File: src/rtl/common.sv
// Shared types for the instruction-fetch path: instruction and address types,
// the per-warp fetcher state and the fetch arbiter state.
package common;

  typedef logic [31:0] instruction_t;
  typedef logic [15:0] instruction_memory_address_t;

  typedef enum logic [1:0] {
    FETCHER_IDLE    = 2'd0,
    FETCHER_WAIT    = 2'd1,
    FETCHER_DONE    = 2'd2
  } fetcher_state_t;

  typedef enum logic [1:0] {
    ARB_IDLE    = 2'd0,
    ARB_REQUEST = 2'd1,
    ARB_RESPOND = 2'd2
  } arbiter_state_t;

  localparam int MAX_REQUESTERS = 16;

endpackage

File: src/rtl/fetch_arbiter_rr_priority_picker.sv
// Combinational round-robin picker: first set request bit at or after
// (last_grant + 1) mod NUM_REQUESTERS, with wrap-around.
module rr_priority_picker #(
  parameter int NUM_REQUESTERS = 4,
  parameter int IDX_W          = 2
) (
  input  logic [NUM_REQUESTERS-1:0] req,
  input  logic [IDX_W-1:0]          last_grant,
  output logic [IDX_W-1:0]          grant_idx,
  output logic                      any_grant
);

  int               cand;
  logic [IDX_W-1:0] cand_idx;

  always_comb begin
    grant_idx = '0;
    any_grant = 1'b0;
    cand      = 0;
    cand_idx  = '0;
    for (int i = 1; i <= NUM_REQUESTERS; i++) begin
      cand     = (int'(last_grant) + i) % NUM_REQUESTERS;
      cand_idx = IDX_W'(cand);
      if (!any_grant && req[cand_idx]) begin
        any_grant = 1'b1;
        grant_idx = cand_idx;
      end
    end
  end

endmodule

File: src/rtl/fetch_arbiter.sv
// Round-robin arbiter sharing one instruction-memory read port among per-warp
// fetchers. Optional counters (grant_count, stall_cycles): FETCH_ARBITER_STATS_EN.
module fetch_arbiter
  import common::*;
#(
  parameter int NUM_REQUESTERS = 4
) (
  input  logic                        clk,
  input  logic                        reset_n,
  input  logic [NUM_REQUESTERS-1:0]   req_read_valid,
  input  instruction_memory_address_t req_read_address [NUM_REQUESTERS],
  output logic [NUM_REQUESTERS-1:0]   req_read_ready,
  output instruction_t                req_read_data,
  output logic                        mem_read_valid,
  output instruction_memory_address_t mem_read_address,
  input  logic                        mem_read_ready,
  input  instruction_t                mem_read_data,
  output logic                        busy,
`ifdef FETCH_ARBITER_STATS_EN
  output logic [31:0]                 grant_count,
  output logic [31:0]                 stall_cycles,
`endif
  output arbiter_state_t              state_dbg
);

  // Handshakes: a requester holds req_read_valid until it sees its one-cycle
  // req_read_ready pulse; memory sees mem_read_valid/address held stable until
  // the edge on which mem_read_ready is sampled high, and is ignored otherwise.

  localparam int IDX_W = (NUM_REQUESTERS > 1) ? $clog2(NUM_REQUESTERS) : 1;

  arbiter_state_t              state_q, state_d;
  logic [IDX_W-1:0]            grant_idx_q, grant_idx_d;
  logic [IDX_W-1:0]            last_grant_q, last_grant_d;
  logic [IDX_W-1:0]            pick_idx;
  logic                        pick_any;
  logic                        mem_valid_d;
  instruction_memory_address_t mem_addr_d;
  logic [NUM_REQUESTERS-1:0]   ready_d;
  instruction_t                data_d;

  rr_priority_picker #(
    .NUM_REQUESTERS(NUM_REQUESTERS),
    .IDX_W         (IDX_W)
  ) u_picker (
    .req       (req_read_valid),
    .last_grant(last_grant_q),
    .grant_idx (pick_idx),
    .any_grant (pick_any)
  );

  always_comb begin
    state_d      = state_q;
    grant_idx_d  = grant_idx_q;
    last_grant_d = last_grant_q;
    mem_valid_d  = mem_read_valid;
    mem_addr_d   = mem_read_address;
    ready_d      = '0;
    data_d       = req_read_data;
    case (state_q)
      ARB_IDLE: begin
        if (pick_any) begin
          state_d     = ARB_REQUEST;
          grant_idx_d = pick_idx;
          mem_valid_d = 1'b1;
          mem_addr_d  = req_read_address[pick_idx];
        end
      end
      ARB_REQUEST: begin
        if (mem_read_ready) begin
          state_d              = ARB_RESPOND;
          mem_valid_d          = 1'b0;
          data_d               = mem_read_data;
          ready_d[grant_idx_q] = 1'b1;
        end
      end
      ARB_RESPOND: begin
        // Priority only advances once the response has been delivered.
        state_d      = ARB_IDLE;
        last_grant_d = grant_idx_q;
      end
      default: begin
        state_d     = ARB_IDLE;
        mem_valid_d = 1'b0;
`ifndef SYNTHESIS
        $error("fetch_arbiter: illegal state encoding %0d", state_q);
`endif
      end
    endcase
  end

  always_ff @(posedge clk or negedge reset_n) begin
    if (!reset_n) begin
      state_q          <= ARB_IDLE;
      grant_idx_q      <= '0;
      last_grant_q     <= IDX_W'(NUM_REQUESTERS - 1);
      mem_read_valid   <= 1'b0;
      mem_read_address <= '0;
      req_read_ready   <= '0;
      req_read_data    <= '0;
    end else begin
      state_q          <= state_d;
      grant_idx_q      <= grant_idx_d;
      last_grant_q     <= last_grant_d;
      mem_read_valid   <= mem_valid_d;
      mem_read_address <= mem_addr_d;
      req_read_ready   <= ready_d;
      req_read_data    <= data_d;
    end
  end

  assign busy      = (state_q != ARB_IDLE);
  assign state_dbg = state_q;

`ifdef FETCH_ARBITER_STATS_EN
  logic [NUM_REQUESTERS-1:0] served_mask;
  logic                      stall;

  // The requester being picked (IDLE) or served (otherwise) is not stalled.
  always_comb begin
    served_mask = '0;
    if (state_q == ARB_IDLE) begin
      if (pick_any) served_mask[pick_idx] = 1'b1;
    end else begin
      served_mask[grant_idx_q] = 1'b1;
    end
  end

  assign stall = |(req_read_valid & ~served_mask);

  always_ff @(posedge clk or negedge reset_n) begin
    if (!reset_n) begin
      grant_count  <= '0;
      stall_cycles <= '0;
    end else begin
      if (state_q == ARB_IDLE && pick_any && grant_count != '1)
        grant_count <= grant_count + 32'd1;
      if (stall && stall_cycles != '1)
        stall_cycles <= stall_cycles + 32'd1;
    end
  end
`endif

endmodule

File: config.mk
export PLATFORM = sky130hd
export DESIGN_NAME = fetch_arbiter
export DESIGN_NICKNAME = d
export VERILOG_FILES = /design/src/rtl/common.sv /design/src/rtl/fetch_arbiter_rr_priority_picker.sv /design/src/rtl/fetch_arbiter.sv
export SDC_FILE = /design/constraint.sdc
export NUM_CORES = 1
export LEC_CHECK = 0
export ABC_AREA = 1
export CAP_MARGIN = 20
export CORE_MARGIN = 1.5
export CORE_UTILIZATION = 43
export CTS_CLUSTER_SIZE = 16
export DETAILED_ROUTE_END_ITERATION = 8
export PLACE_DENSITY_LB_ADDON = 0.12
export RECOVER_POWER = 25
export REMOVE_ABC_BUFFERS = 1
export SKIP_CTS_REPAIR_TIMING = 1
export SYNTH_ARGS = -nofsm -noshare
export SYNTH_HDL_FRONTEND = slang
export SYNTH_SLANG_ARGS = --single-unit
File: constraint.sdc
create_clock -name clk -period 3 [get_ports clk]
set_input_delay 0.3 -clock clk [delete_from_list [all_inputs] [get_ports clk]]
set_output_delay 0.3 -clock clk [all_outputs]
set_load 0.02 [all_outputs]
== After elaboration in Yosys (flattened, before gate mapping) ==
Cells that the tools add are included.

* Bitwise operators: 2
* Eq/ne operators: 4
* $lt $le $gt $ge: 7
* $add $sub $neg: 4
* Reductions and logical operators: 13
* Mux-type cells: 29

{| class="wikitable"
|+ Operators by type and width
! kind !! number
|-
| binary-select mux 16 bit (select 2 bit) || 1
|-
| two-way mux 16 bit || 2
|-
| < comparator 2 x 3 -> 1 bit, second input constant || 5
|-
| two-way mux 2 bit || 6
|-
| two-way mux 1 bit || 11
|-
| binary-select mux 1 bit (select 2 bit) || 4
|-
| two-way mux 4 bit || 2
|-
| AND reduction 2 bit || 3
|-
| adder 2 x 1 -> 2 bit, second input constant || 2
|-
| adder 2 bit, second input constant || 2
|-
| logical AND 1 bit || 4
|-
| inequality test 2 bit, second input constant || 2
|-
| one-hot mux 2 bit (2 select lines) || 1
|-
| >= comparator 3 bit, second input constant || 1
|-
| zero test 1 bit || 3
|-
| NOT 2 -> 3 bit || 1
|-
| one-hot mux 1 bit (3 select lines) || 1
|-
| AND reduction 3 bit || 1
|-
| demux 1 bit (select 2 bit) || 1
|-
| == test 2 x 1 -> 1 bit, second input constant || 1
|-
| == test 2 bit, second input constant || 1
|-
| >= comparator 2 x 1 -> 1 bit, second input constant || 1
|-
| zero test 2 bit || 1
|-
| nonzero test 2 bit || 1
|-
| NOT 1 bit || 1
|}

* Bits of input ports: 103
* Register bits after elaboration: 59
* Logic and storage cells: 66
* Output and inout bits: 56

== Logic depth before layout (Yosys ltp) ==
Gate-level depths: netlist (run 1).

* Word-level depth: 17
* Mapped depth: 17
* Mapped depth without buffers: 15

== Hierarchy ==
From an unflattened synthesis (run 1), not the netlist that was laid out.

* Cell total of the unflattened synthesis: 438
* Area total of the unflattened synthesis: 3,121.7 µm²

{| class="wikitable"
|+ Modules (own cells, without submodules)
! module !! times used !! sequential area each (µm²) !! area each (µm²) !! cells an instance
|-
| fetch_arbiter || 1 || 1,478.9 || 2,850.2 || 386
|-
| rr_priority_picker || 1 || 0.0 || 271.5 || 52
|}

== Least setup slack after synthesis (run 1) ==
OpenSTA, ideal clock, no wires.

* Kind: register to register
* From: register last_grant_q[0]
* To: register mem_read_address[10]
* Cell stages (with the launch flop): 14
* Buffers on the path: 2
* Data arrival time: 1.680 ns
* Path slack: 1.190 ns
* Clock period less this slack: 1.810 ns
* Setup time: 0.130 ns
* Data required time: 2.870 ns
* Cells stage by stage: dfstp_2 buf_6 inv_4 nand2_1 nand2_2 nand2_1 nand2_2 nor2_4 nand3_1 nand3_2 nor2_1 buf_4 o211ai_1 nand3_1

* Longest elaborated chain between the ends: 17
* Elaborated cells between the ends (all ways): 31
* Classes of those cells: add/sub: 4; mux: 19; bitwise: 1; reduce/logical: 7

{| class="wikitable"
|+ Ends and longest elaborated chain
! what !! line !! text
|-
| from (decl) || fetch_arbiter.sv:34 || <nowiki>logic [IDX_W-1:0] last_grant_q, last_grant_d;</nowiki>
|-
| from (signal assigned) || fetch_arbiter.sv:96 || <nowiki>last_grant_q <= IDX_W'(NUM_REQUESTERS - 1);</nowiki>
|-
| from (signal assigned) || fetch_arbiter.sv:104 || <nowiki>last_grant_q <= last_grant_d;</nowiki>
|-
| adder 2 x 1 -> 2 bit || fetch_arbiter_rr_priority_picker.sv:22 || <nowiki>cand = (int'(last_grant) + i) % NUM_REQUESTERS;</nowiki>
|-
| binary-select mux 1 bit (select 2 bit) || fetch_arbiter_rr_priority_picker.sv:24 || <nowiki>if (!any_grant && req[cand_idx]) begin</nowiki>
|-
| two-way mux 1 bit (implied by the code) || fetch_arbiter_rr_priority_picker.sv:24 ||
|-
| two-way mux 1 bit || fetch_arbiter_rr_priority_picker.sv:24 ||
|-
| zero test 1 bit || fetch_arbiter_rr_priority_picker.sv:24 ||
|-
| logical AND 1 bit || fetch_arbiter_rr_priority_picker.sv:24 ||
|-
| two-way mux 1 bit || fetch_arbiter_rr_priority_picker.sv:24 ||
|-
| zero test 1 bit || fetch_arbiter_rr_priority_picker.sv:24 ||
|-
| logical AND 1 bit || fetch_arbiter_rr_priority_picker.sv:24 ||
|-
| two-way mux 1 bit || fetch_arbiter_rr_priority_picker.sv:24 ||
|-
| zero test 1 bit || fetch_arbiter_rr_priority_picker.sv:24 ||
|-
| logical AND 1 bit || fetch_arbiter_rr_priority_picker.sv:24 ||
|-
| two-way mux 2 bit || fetch_arbiter_rr_priority_picker.sv:24 ||
|-
| NOT 2 -> 3 bit (implied by the code) || fetch_arbiter.sv:66 || <nowiki>mem_addr_d = req_read_address[pick_idx];</nowiki>
|-
| binary-select mux 16 bit (select 2 bit) || fetch_arbiter.sv:66 ||
|-
| two-way mux 16 bit (implied by the code) (2 in a row) || fetch_arbiter.sv:66 ||
|-
| to (signal assigned) || fetch_arbiter.sv:106 || <nowiki>mem_read_address <= mem_addr_d;</nowiki>
|-
| to (decl) || fetch_arbiter.sv:15 || <nowiki>output instruction_memory_address_t mem_read_address,</nowiki>
|}

Parallel ways exist; a longest one is shown, timed or not. The select of a mux whose other input is x is not followed.
A chain may end at the register's enable or synchronous reset.

== Worst setup path in the final report (run 1) ==
* From: register last_grant_q[0]
* To: register mem_read_address[0]

Same word-level chain as after synthesis.

==> results of run 1 <==
sequential cells by signal (all words and copies together) (netlist names):
name	cells
state_dbg	2
req_read_data	32
mem_read_address	16
last_grant_q	2
req_read_ready	4
mem_read_valid	1
grant_idx_q	2
placed cells by master (no fill, tap or decap):
master                            Yosys  routed
sky130_fd_sc_hd__dfstp_2              2       1
sky130_fd_sc_hd__clkinvlp_4           0       2
sky130_fd_sc_hd__dfstp_1              0       1
sky130_fd_sc_hd__inv_1               49      49
sky130_fd_sc_hd__nand3_1             49      49
sky130_fd_sc_hd__inv_4                1       1
sky130_fd_sc_hd__nor2_4               2       2
sky130_fd_sc_hd__clkbuf_1             5       1
sky130_fd_sc_hd__clkinv_4             0       2
sky130_fd_sc_hd__nand2_2              4       4
sky130_fd_sc_hd__clkdlybuf4s50_1      0     157
sky130_fd_sc_hd__and2_1               1       1
sky130_fd_sc_hd__inv_6                0       1
sky130_fd_sc_hd__clkbuf_2             0       1
sky130_fd_sc_hd__o211ai_1            10      10
sky130_fd_sc_hd__o21ai_0              4       4
sky130_fd_sc_hd__nand3_2              2       2
sky130_fd_sc_hd__inv_2                2       2
sky130_fd_sc_hd__bufinv_16            0       2
sky130_fd_sc_hd__nor2_1               6       6
sky130_fd_sc_hd__nor3_1               4       4
sky130_fd_sc_hd__clkbuf_8             0       9
sky130_fd_sc_hd__o21ai_1              1       1
sky130_fd_sc_hd__nand2_1            192     192
sky130_fd_sc_hd__buf_4                5       2
sky130_fd_sc_hd__a21oi_1              2       2
sky130_fd_sc_hd__nand2_4              3       3
sky130_fd_sc_hd__dfrtp_1             57      57
sky130_fd_sc_hd__or2_0                8       8
sky130_fd_sc_hd__nand3_4              1       1
sky130_fd_sc_hd__nor2_2               1       1
sky130_fd_sc_hd__or2_2                2       2
power by group:
group          switching (mW)  internal (mW)  total, mW
sequential              0.237           1.18       1.42
clock                   0.349          0.473      0.821
combinational            1.92           1.30       3.22
how the worst min path moves through the flow:
stage / startpoint / to
after floorplan: reset_n / grant_idx_q[0]
after global placement: reset_n / mem_read_address[12]
after detailed placement: reset_n / mem_read_address[12]
after CTS: reset_n / mem_read_address[12]
after global routing: grant_idx_q[1] / req_read_ready[0]
final: grant_idx_q[1] / req_read_ready[0]
critical path, stage by stage (launching register included):
cell	delay (ns)
sky130_fd_sc_hd__dfstp_1	0.73
sky130_fd_sc_hd__inv_4	0.09
sky130_fd_sc_hd__nand2_1	0.09
sky130_fd_sc_hd__nand2_2	0.06
sky130_fd_sc_hd__nand2_1	0.10
sky130_fd_sc_hd__nand2_2	0.10
sky130_fd_sc_hd__inv_2	0.07
sky130_fd_sc_hd__nand3_2	0.09
sky130_fd_sc_hd__nand2_4	0.18
sky130_fd_sc_hd__nand2_4	0.28
sky130_fd_sc_hd__or2_2	0.38
sky130_fd_sc_hd__nand3_1	0.07
sky130_fd_sc_hd__nand3_1	0.07
Yosys cell counts, types with 3 or more instances:
master	n
sky130_fd_sc_hd__buf_2	3
sky130_fd_sc_hd__nor2_1	6
sky130_fd_sc_hd__nand3_1	49
sky130_fd_sc_hd__dfrtp_1	57
sky130_fd_sc_hd__or2_0	8
sky130_fd_sc_hd__nand2_2	4
sky130_fd_sc_hd__clkbuf_1	5
sky130_fd_sc_hd__nand2_1	192
sky130_fd_sc_hd__buf_4	5
sky130_fd_sc_hd__buf_6	3
sky130_fd_sc_hd__o21ai_0	4
sky130_fd_sc_hd__nor3_1	4
sky130_fd_sc_hd__inv_1	49
sky130_fd_sc_hd__nand2_4	3
sky130_fd_sc_hd__o211ai_1	10
layer usage:
metal	part of all wire	vias to the layer above	GRT usage
met3	0.090	16	0.0726
met1	0.42	1439	0.277
met4	0.018	0	0.0924
li1	-	1600	-
met5	0	-	0
met2	0.47	125	0.378
cell type report:
cell class                 instances  area [µm²]
clock buffer                       9         124
clock inverter                     7         101
fill                             537        1940
inverter                          52         198
multi-input combinational        292        1310
sequential                        59        1480
tap                               96         120
timing repair buffer             161        1600
cells by family (layout without fill, tap and decap cells):
logic type,count (synthesis),after routing,synth area share
and+or+nand+nor,275,275,0.388
buffers and inverters,69,229,0.0990
DFF,59,59,0.477
AOI/OAI and AO/OA,17,17,0.0355
per-stage QoR:
stage | std cells | setup WS, ns | instance area, µm² | utilization
after floorplan | 403 | 0.938 | 2990 | -
after global placement | 660 | 0.701 | 4710 | 0.685
after detailed placement | 660 | 0.595 | 4710 | 0.685
after CTS | 676 | 0.693 | 4930 | 0.718
after global routing | 676 | 0.308 | 4930 | 0.718
final | 676 | 0.558 | 4930 | 0.718
==> summary by stage, run 1 <==
Outcome
The run finished, with violations left. The checks that failed: capacitance limit, slew limit.

Synthesis
In the post-synthesis netlist, the biggest area contributors are sky130_fd_sc_hd__dfrtp_1 46%, sky130_fd_sc_hd__nand2_1 23%, sky130_fd_sc_hd__nand3_1 7.9%, sky130_fd_sc_hd__inv_1 5.9%, sky130_fd_sc_hd__o211ai_1 2.4%. The number of enable flip-flop cells after synthesis is 0. The part of the Yosys area used for sequential elements is 0.477. The yosys synthesis warning count is 0. The cell area after synthesis is 3100 µm². The fraction of synthesized cell area taken by the top area cell type is 0.460.

The fraction of synthesis flops using an asynchronous set or reset pin is 1.00. Summed over all instances, the cell type with the most area after synthesis is sky130_fd_sc_hd__dfrtp_1. The cell count after synthesis is 420. After synthesis, the mean cell area works out to 7.38 µm². Among all flip-flop cells after synthesis, the most frequent one is sky130_fd_sc_hd__dfrtp_1. The number of storage elements in the synthesis netlist is 59. The netlist uses 27 different library cells.

Timing
The setup TNS is 0 ns. The maximum frequency from static timing analysis is 0.409 GHz. The worst clock skew is 0.0103 ns. The final-report hold violation count is 0.

The number of max-slew violations in the final report is 36. The tightest slew margin relative to the limit is -0.234. The worst path in the final design needs a cycle of 2.44 ns, including I/O delays and setup. Final hold analysis gives a worst-case slack of 0.452 ns. Dividing the final minimum period by the clock period gives 0.814. The actual slew at the worst max-slew pin is 1.85 ns. The setup-violating endpoint count in the final report is 0.

Setup repair after global routing left no endpoint under its margin.

Routing
The initial DRC count is 125. For this run, the detailed router's first-pass iteration total came to 4. In the routed layout, each cell is associated on average with a via count of 4.70. The residual DRC count is 0. Summed over all layers, the routed wires come to 8690 µm. The detail route stage leaves a number of antenna-violating nets equal to 0. Detailed routing inserted a total of 3180 vias. Dividing the detail-routed wire length by the instance count gives 12.9 µm.

Cells and area
The number of diodes is 0. In the final design database the tool counted 678 nets. The signed area change from the synthesized netlist to the final layout is 59.1%. The ratio of cells with drive above 1 in the final layout is 0.0655.

Worst setup path
The beginning of the worst register-to-register path is last_grant_q[0]. The worst-case reg-to-reg path depth is 12. STA classifies the critical path endpoint as a flop. The worst setup path is launched from a flop. The class of the most critical setup path is flop to flop. The critical path starts at last_grant_q[0]. The endpoint of the lowest-slack register-to-register path is mem_read_address[0]. STA puts the critical path data arrival time at 2.66 ns.

Of all nets on the critical path, the largest fanout is 52. The timing endpoint of the critical path is mem_read_address[0]. Across all register-to-register paths, the minimum setup slack is 0.56 ns. The data required time at the worst endpoint is 3.22 ns.

Clock tree
At the later pin of the worst-skew pair, clock insertion delay measures 0.34 ns. The CTS tree is built. The clock tree root buffer cell is sky130_fd_sc_hd__clkbuf_8. The number of CTS-inserted buffers is 9. The clock tree buffer depth is 2. The clock edge transition at the registers on the reported setup and hold paths is 0.07 ns. The clock net in this run drives a total of 59 sinks. CTS built an H-tree with a depth of 3.

Die
In this run the vertical extent of the chip is 87.9 µm. The die is 87.9 µm wide. The die covers 7720 µm². The core region area is 6870 µm². For this configuration, the core starts out at a cell density of 0.451. The count of boundary I/O pins is 159. Row generation in the floorplan step produced 30 rows.

Placement
The number of input and output port buffers inserted is 158. The sum of net half-perimeters after detailed placement is 6380 µm. At the end of routability-driven placement, the weighted congestion stood at 0.901.

Power and ir drop
The completed layout was analyzed and its total power is 5.47 mW. The peak ir drop on the vdd network is 626 µV. Dividing total power by cell area gives a power density of 1110 nW/µm².

In this run the static leakage power is 2.46 nW.

Global route
The wire length of the first global-routing pass is 13600 µm. The number of global-route vias before repair is 3006. The largest net degree at the start of global routing is 53. The total overflow left after global routing is 0.

The initial antenna violation count came to 0. For this run, the total global-route usage over all layers was measured as 0.228.

Hold path
The worst min-delay path class is flop to flop. The number of stages on the worst hold path is 1.

Run
The number of violations of the max-capacitance limit is 1.
Note: power is estimated with default switching activity, not from simulation.
==> inputs of run 2 (changes only) <==
CORE_UTILIZATION = 40   (was 43)
clock period = 2.5 ns   (was 3 ns; I/O delays follow)
==> summary by stage, run 2 (synthesized netlist as in run 1, its figures left out) <==
Outcome
The run finished with clean final reports.

Clock tree
The CTS tree is built. The clock edge transition at the registers on the reported setup and hold paths is 0.07 ns (about the same). The clock latency on the worst-skew pair was 0.33 ns (about the same). The clock tree root buffer cell is sky130_fd_sc_hd__clkbuf_8.

The clock tree buffer depth came to 2 (unchanged). The number of H-tree branching levels is 3 (unchanged). The number of CTS-inserted buffers came to 9 (unchanged). The number of clock sinks seen by CTS is 59 (unchanged).

Hold path
The startpoint identified for the worst hold timing path is mem_read_data[13]. The worst hold path terminates at req_read_data[13]. The number of stages on the worst hold path came to 3 (+2).

In this run the worst hold path is classified as input pin to flop.

Cells and area
The ratio of cells with drive above 1 in the final layout is 0.0767 (+0.0111). The library cell used most frequently in the layout, excluding fill and tap cells, is sky130_fd_sc_hd__nand2_1. The register with the most flip-flops is req_read_data. Compared with the post-synthesis result, the final layout area differs by 61.9%.

The design area is 5020 µm² (+1.8%). The net count reported at finish is 685 (+1.0%). The number of flip-flops under the largest register name is 32 (unchanged). The largest registers in the layout are req_read_data (32), mem_read_address (16), req_read_ready (4). The total of fill cells in the finished design is 621 (+16%). The number of diodes came to 0 (unchanged). The library cells used most frequently in the layout, excluding fill and tap cells, are 192 x sky130_fd_sc_hd__nand2_1, 157 x sky130_fd_sc_hd__clkdlybuf4s50_1, 57 x sky130_fd_sc_hd__dfrtp_1.

Worst setup path
The worst-case reg-to-reg path depth was 13 (+1). The maximum fanout encountered on the critical timing path was 24 (-54%). In this run the critical register-to-register path is launched from last_grant_q[0]. The flop-to-flop setup slack is 0.24 ns (-0.32 ns). STA classifies the critical path startpoint as a flop. The worst setup path is captured at a flop. The worst setup path is of the flop to flop kind. The worst register-to-register path ends at mem_read_address[5].

The worst path arrival time is 2.47 ns (-0.19 ns). The data required time at the worst endpoint is 2.71 ns (-0.51 ns).

Power and ir drop
The leakage power came to 2.52 nW (+2.2%). The power per cell area is 1350 nW/µm² (+22%). The peak ir drop on the vdd network was 602 µV (-3.8%).

Die
The die area is 8280 µm² (+7.2%). The count of boundary I/O pins was 159 (unchanged). The die height came to 91.0 µm (+3.6%).

The horizontal extent of the die is 91.0 µm (+3.6%). The core region area is 7370 µm² (+7.3%). The effective utilization at floorplan is 0.420 (-0.0306). The number of placement rows is 31 (+3.3%).

Placement
The final weighted congestion in routability-driven placement is 0.899 (-0.28%). The number of input and output port buffers inserted is 158 (unchanged). The total cell area at the placement stage is 4770 µm² (+1.3%). The sum of net half-perimeters after detailed placement was 6440 µm (+0.93%).

Timing
The fraction of the cycle the final worst path needs is 0.904 (+0.0897). The maximum frequency from static timing analysis is 0.443 GHz (+8.1%). The minimum clock period after layout came to 2.26 ns (-0.183 ns). The number of max-slew violations in the final report is 0 (-100%).

Setup repair after global routing left no endpoint under its margin. The setup-violating endpoint count in the final report is 0 (unchanged). The worst clock skew was 0.0103 ns (-0.0000450 ns). The setup TNS is 0 ns (unchanged).

The actual slew at the worst max-slew pin was 1.42 ns (-0.432 ns). The worst hold slack came to 0.451 ns (-0.000584 ns). The final-report hold violation count is 0 (unchanged). The tightest slew margin relative to the limit came to 0.0536 (+0.288).

Routing
The via count of the routed design was 3187 (+0.22%). The residual DRC count is 0 (unchanged). The total length of routed wires was 8580 µm (-1.3%). The count of TritonRoute iterations in the first routing pass is 4 (unchanged).

The count of antenna-violating nets left after detailed routing came to 0 (unchanged). The average wire per standard cell is 12.5 µm (-2.7%). The via density per instance is 4.65 (-1.2%). The initial DRC count was 135 (+8.0%).

Global route
The aggregate global-route resource usage was 0.209 (-0.0198). The initial antenna violation count is 0 (unchanged). The number of global-route vias before repair came to 3061 (+1.8%).

The largest net degree at the start of global routing is 37 (-30%). The residual overflow from global routing came to 0 (unchanged). The wire length of the first global-routing pass is 14000 µm (+3.0%).

Run
The number of violations of the max-capacitance limit came to 0 (-1).
-- run 2: stage by stage --
step / total power [mW] / cells / setup slack [ns] / util
2_1_floorplan: 4.04 / 403 / 0.438 / -
3_3_place_gp: 5.61 / 669 / 0.287 / 0.647
3_5_place_dp: 5.69 / 669 / 0.219 / 0.647
4_1_cts: 6.81 / 685 / 0.252 / 0.681
5_1_grt: 7.30 / 686 / 0.0452 / 0.681
6_report: 6.76 / 686 / 0.240 / 0.681
-- run 2: where the power goes --
group / leakage [nW] / internal [mW] / switching (mW)
clock: 0.126 / 0.691 / 0.386
sequential: 0.728 / 1.42 / 0.270
combinational: 1.66 / 1.66 / 2.33
-- run 2: worst max-delay path, cell delays in order (launching register included) --
cell and delay, ns:
sky130_fd_sc_hd__dfstp_2 0.65, sky130_fd_sc_hd__inv_4 0.08, sky130_fd_sc_hd__nand2_1 0.06, sky130_fd_sc_hd__nand2_1 0.08, sky130_fd_sc_hd__nand2_1 0.10, sky130_fd_sc_hd__nand2_2 0.09, sky130_fd_sc_hd__inv_2 0.07, sky130_fd_sc_hd__nand3_2 0.09
sky130_fd_sc_hd__nand2_4 0.17, sky130_fd_sc_hd__nand2_4 0.18, sky130_fd_sc_hd__buf_4 0.22, sky130_fd_sc_hd__or2_0 0.20, sky130_fd_sc_hd__nand3_1 0.07, sky130_fd_sc_hd__nand3_1 0.08
-- run 2: how the worst max path moves through the flow --
stage | start | end | slack (ns) | depth (start not counted)
final | last_grant_q[0] | mem_read_address[5] | 0.24 | 13
after global placement | req_read_valid[0] | mem_read_address[10] | 0.29 | 14
after CTS | last_grant_q[0] | mem_read_address[5] | 0.25 | 13
after floorplan | last_grant_q[0] | mem_read_address[0] | 0.44 | 9
after detailed placement | req_read_valid[2] | mem_read_address[5] | 0.22 | 14
after global routing | last_grant_q[0] | mem_read_address[5] | 0.05 | 13
-- run 2: layout make-up --
cell class	count	area (µm²)	share of cell area
Timing Repair Buffer	168	1650	0.330
Sequential cell	59	1480	0.295
Multi-Input combinational cell	292	1310	0.262
Inverter	52	198	0.0394
Clock buffer	10	138	0.0274
Tap cell	99	124	0.0247
Clock inverter	6	113	0.0224
-- run 2: per-layer routing --
metal  wire length [µm]  vias up  global-route usage
li1                   -     1614                   -
met1               3630     1437               0.266
met2               4020      130               0.325
met3                868        6              0.0888
met4                 57        0              0.0534
met5                  0        -                   0
